## src/rtl/approx_err_dist.sv

```systemverilog
// Unsigned error distance |(a+b+cin) - res| between the exact sum and an adder result.
module approx_err_dist #(
    parameter int WIDTH = 8
) (
    input  logic [WIDTH-1:0] a,
    input  logic [WIDTH-1:0] b,
    input  logic             cin,
    input  logic [WIDTH:0]   res,
    output logic [WIDTH:0]   ed
);

    logic [WIDTH:0] exact;

    always_comb begin
        exact = {1'b0, a} + {1'b0, b} + {{WIDTH{1'b0}}, cin};
        ed    = (exact >= res) ? (exact - res) : (res - exact);
    end

endmodule

```

## config.mk

```make
export PLATFORM = sky130hd
export DESIGN_NAME = approx_err_dist
export DESIGN_NICKNAME = d
export VERILOG_FILES = /design/src/rtl/approx_err_dist.sv
export SDC_FILE = /design/constraint.sdc
export NUM_CORES = 1
export LEC_CHECK = 0
export ABC_AREA = 1
export BUFFER_PORTS_ARGS = -buffer_cell sky130_fd_sc_hd__clkbuf_2
export CAP_MARGIN = 10
export CORE_MARGIN = 2
export CORE_UTILIZATION = 45
export DETAILED_ROUTE_END_ITERATION = 10
export GPL_ROUTABILITY_DRIVEN = 1
export GPL_TIMING_DRIVEN = 0
export PLACE_DENSITY = 0.69
export SLEW_MARGIN = 10
export SYNTH_ARGS = -nofsm -noshare
export SYNTH_HDL_FRONTEND = slang
export SYNTH_SLANG_ARGS = --single-unit
export TNS_END_PERCENT = 100
```

## constraint.sdc

```tcl
create_clock -name vclk -period 11.5
set_clock_uncertainty 0.15 [all_clocks]
set_input_delay 2.3 -clock vclk [all_inputs]
set_output_delay 2.3 -clock vclk [all_outputs]
set_load 0.01 [all_outputs]
```

==> impl_metrics.yaml <==
outcome:
  outcome: "finished, final reports clean"
cells_and_area:
  n_fill_cell: 348
  n_antenna_cell: 0
  drive_gt1_frac: 0.191
  post-route-util: 0.539
  clkbuf_count: 0
  area_delta_synth_final_pct: 15.4
  seqCellArea_um2: 0
  seq_cells: 0
  fin_area_mm2: 0.00162
  multi_input_area_mm2: 0.00116
  nets: 338
power:
  p_leak_nw: 1.08
  p_per_area_mw_per_mm2: 109
  power_mw: 0.176
  ir_drop_v: 0.0000361
timing:
  slew-limit-headroom: 0.737
  period_share: 0.645
  min_period_ps: 7420
  max_freq_ghz: 0.135
  finalHoldViolCount: 0
  final.setup.tns_ps: 0
  rsz0062_at_grt: "false"
  finalSetupViolations: 0
  drv_slew: 0
  worst_slew_pin_slew_ps: 394
logic_synthesis:
  syn_avg_cell_area_um2: 5.67
  synth-simple-area-share: 0.413
  netlist_top_cells_area: "nand2_1 26%, ha_1 21%, inv_1 13%"
  post-synth-top-area-cell: "nand2_1"
  synth.cell_area_mm2: 0.00140
  yosys.area_share.adder: 0.271
  muxShareOfSynthArea: 0
  netlist_instances: 247
  yosysSeqAreaShare: 0
  synth_fp_nets: 301
  ys_warn_count: 0
  yosys.cell_types.count: 22
  synth_xor_area_frac: 0.0687
  synth_top_family_by_area: "simple AND/OR/NAND/NOR gates"
  synth_top_area_frac: 0.260
  synth-compound-area-share: 0.0750
placement:
  numPortBuffers: 35
  hpwl_um: 2610
  place_area_mm2: 0.00162
  place_congestion: 0.883
grt:
  antenna_found_initial: 0
  grt_use_total: 0.175
  grt_pass1_wl_um: 5110
  grt_max_degree: 11
  gr-total-overflow: 0
  grt_pass1_vias: 1347
setup_path:
  path_class: "input pin to primary output"
  crit_path_max_fanout: 8
  worst_ep_arrival_time_ps: 4970
  critPathCaptureType: "primary output"
  critPathLaunchType: "input pin"
  critPathRequiredTime_ps: 9050
run:
  cap_violations: 0
hold_path:
  whs_endpoint: "ed[0]"
  whs_path_depth: 5
  hold_class: "input pin to primary output"
  min_from: "res[0]"
routing:
  wirelength_um: 2850
  drc: 0
  vias_per_cell: 4.69
  vias: 1478
  wire_per_inst_um: 9.04
  ant_nets: 0
  drtIter0Drc: 37
  first_pass_iters: 4
floorplanning:
  pin_count: 35
  dieArea_mm2: 0.00358
  start_util: 0.467
  placementRows: 20
  fp.dieW_um: 59.8
  core_area_mm2: 0.00300
  die_h_um: 59.8
cts:
  cts_setup_buffers: 0
  hold_buffers: 0
  post_cts_resized: 0
[layout make-up]
cell class	count	share of cell area
Timing Repair Buffer	35	0.108
Buffer	3	0.0209
Inverter	55	0.128
Multi-Input combinational cell	189	0.718
Tap cell	33	0.0255
[metrics by stage]
step | std cells | hold WS, ps | setup WS, ps
after CTS | 315 | 4910 | 4050
after floorplan | 247 | 4680 | 4580
final | 315 | 4900 | 4080
after global placement | 315 | 4900 | 4070
after detailed placement | 315 | 4910 | 4060
after global routing | 315 | 4930 | 3770
[synth_stat cells, drive strengths merged]
master  count
ha         24
nand3      19
fa          4
inv        54
a21boi      1
o21bai      1
nor2        6
nand2     103
xor2        9
nand4       4
nand3b      1
clkinv      1
buf         3
o211ai      1
xnor2       2
a21oi      14
[report_power, final]
part | total, mW | internal, mW | switching, mW
Combinational | 0.176 | 0.0700 | 0.106
Clock | 0 | 0 | 0
Sequential | 0 | 0 | 0
Total | 0.176 | 0.0700 | 0.106
[placed cells by master (no fill, tap or decap)]
master,Yosys,layout
a21boi_0,1,1
nor2_4,1,1
nand3_2,2,2
buf_6,3,3
o21bai_1,1,1
clkinv_1,1,1
clkbuf_2,0,35
o211ai_2,1,1
ha_1,24,24
nand3_1,17,17
a21oi_2,2,2
nand4_1,4,4
nor2_1,5,5
inv_1,50,50
nand2_1,97,97
inv_2,4,4
fa_1,4,4
nand2_4,2,2
xnor2_1,2,2
xor2_1,9,9
a21oi_1,12,12
nand3b_1,1,1
nand2_2,4,4
[per-layer routing]
metal	vias to the layer above	global-route usage	share of wire
met2	29	0.346	0.50
li1	819	-	-
met1	630	0.214	0.47
met5	-	0	0
met4	0	0.0159	0
met3	0	0.00216	0.032
[worst max-delay path by stage]
stage	startpoint	end	slack, ps
final	a[0]	ed[4]	4080
after CTS	a[0]	ed[4]	4050
after detailed placement	a[0]	ed[4]	4060
after floorplan	a[0]	ed[5]	4580
after global routing	a[0]	ed[4]	3770
after global placement	a[0]	ed[4]	4070
[worst max-delay path, stage by stage]
cell and delay (ps):
clkbuf_2 90, fa_1 430, inv_1 80, fa_1 200, inv_1 60, nand4_1 100
o211ai_2 130, xor2_1 170, ha_1 380, nand2_1 100, nand2_1 90, a21oi_2 140
nand2_2 80, a21oi_2 320, nand2_1 90, nand2_1 80, clkbuf_2 120
[kinds of logic after synthesis]
logic type / Yosys count
buf+inv: 58
simple gates: 133
compound gates: 17
xor+xnor: 11
fa+ha+maj: 28
Note: power is estimated with default switching activity, not from simulation.
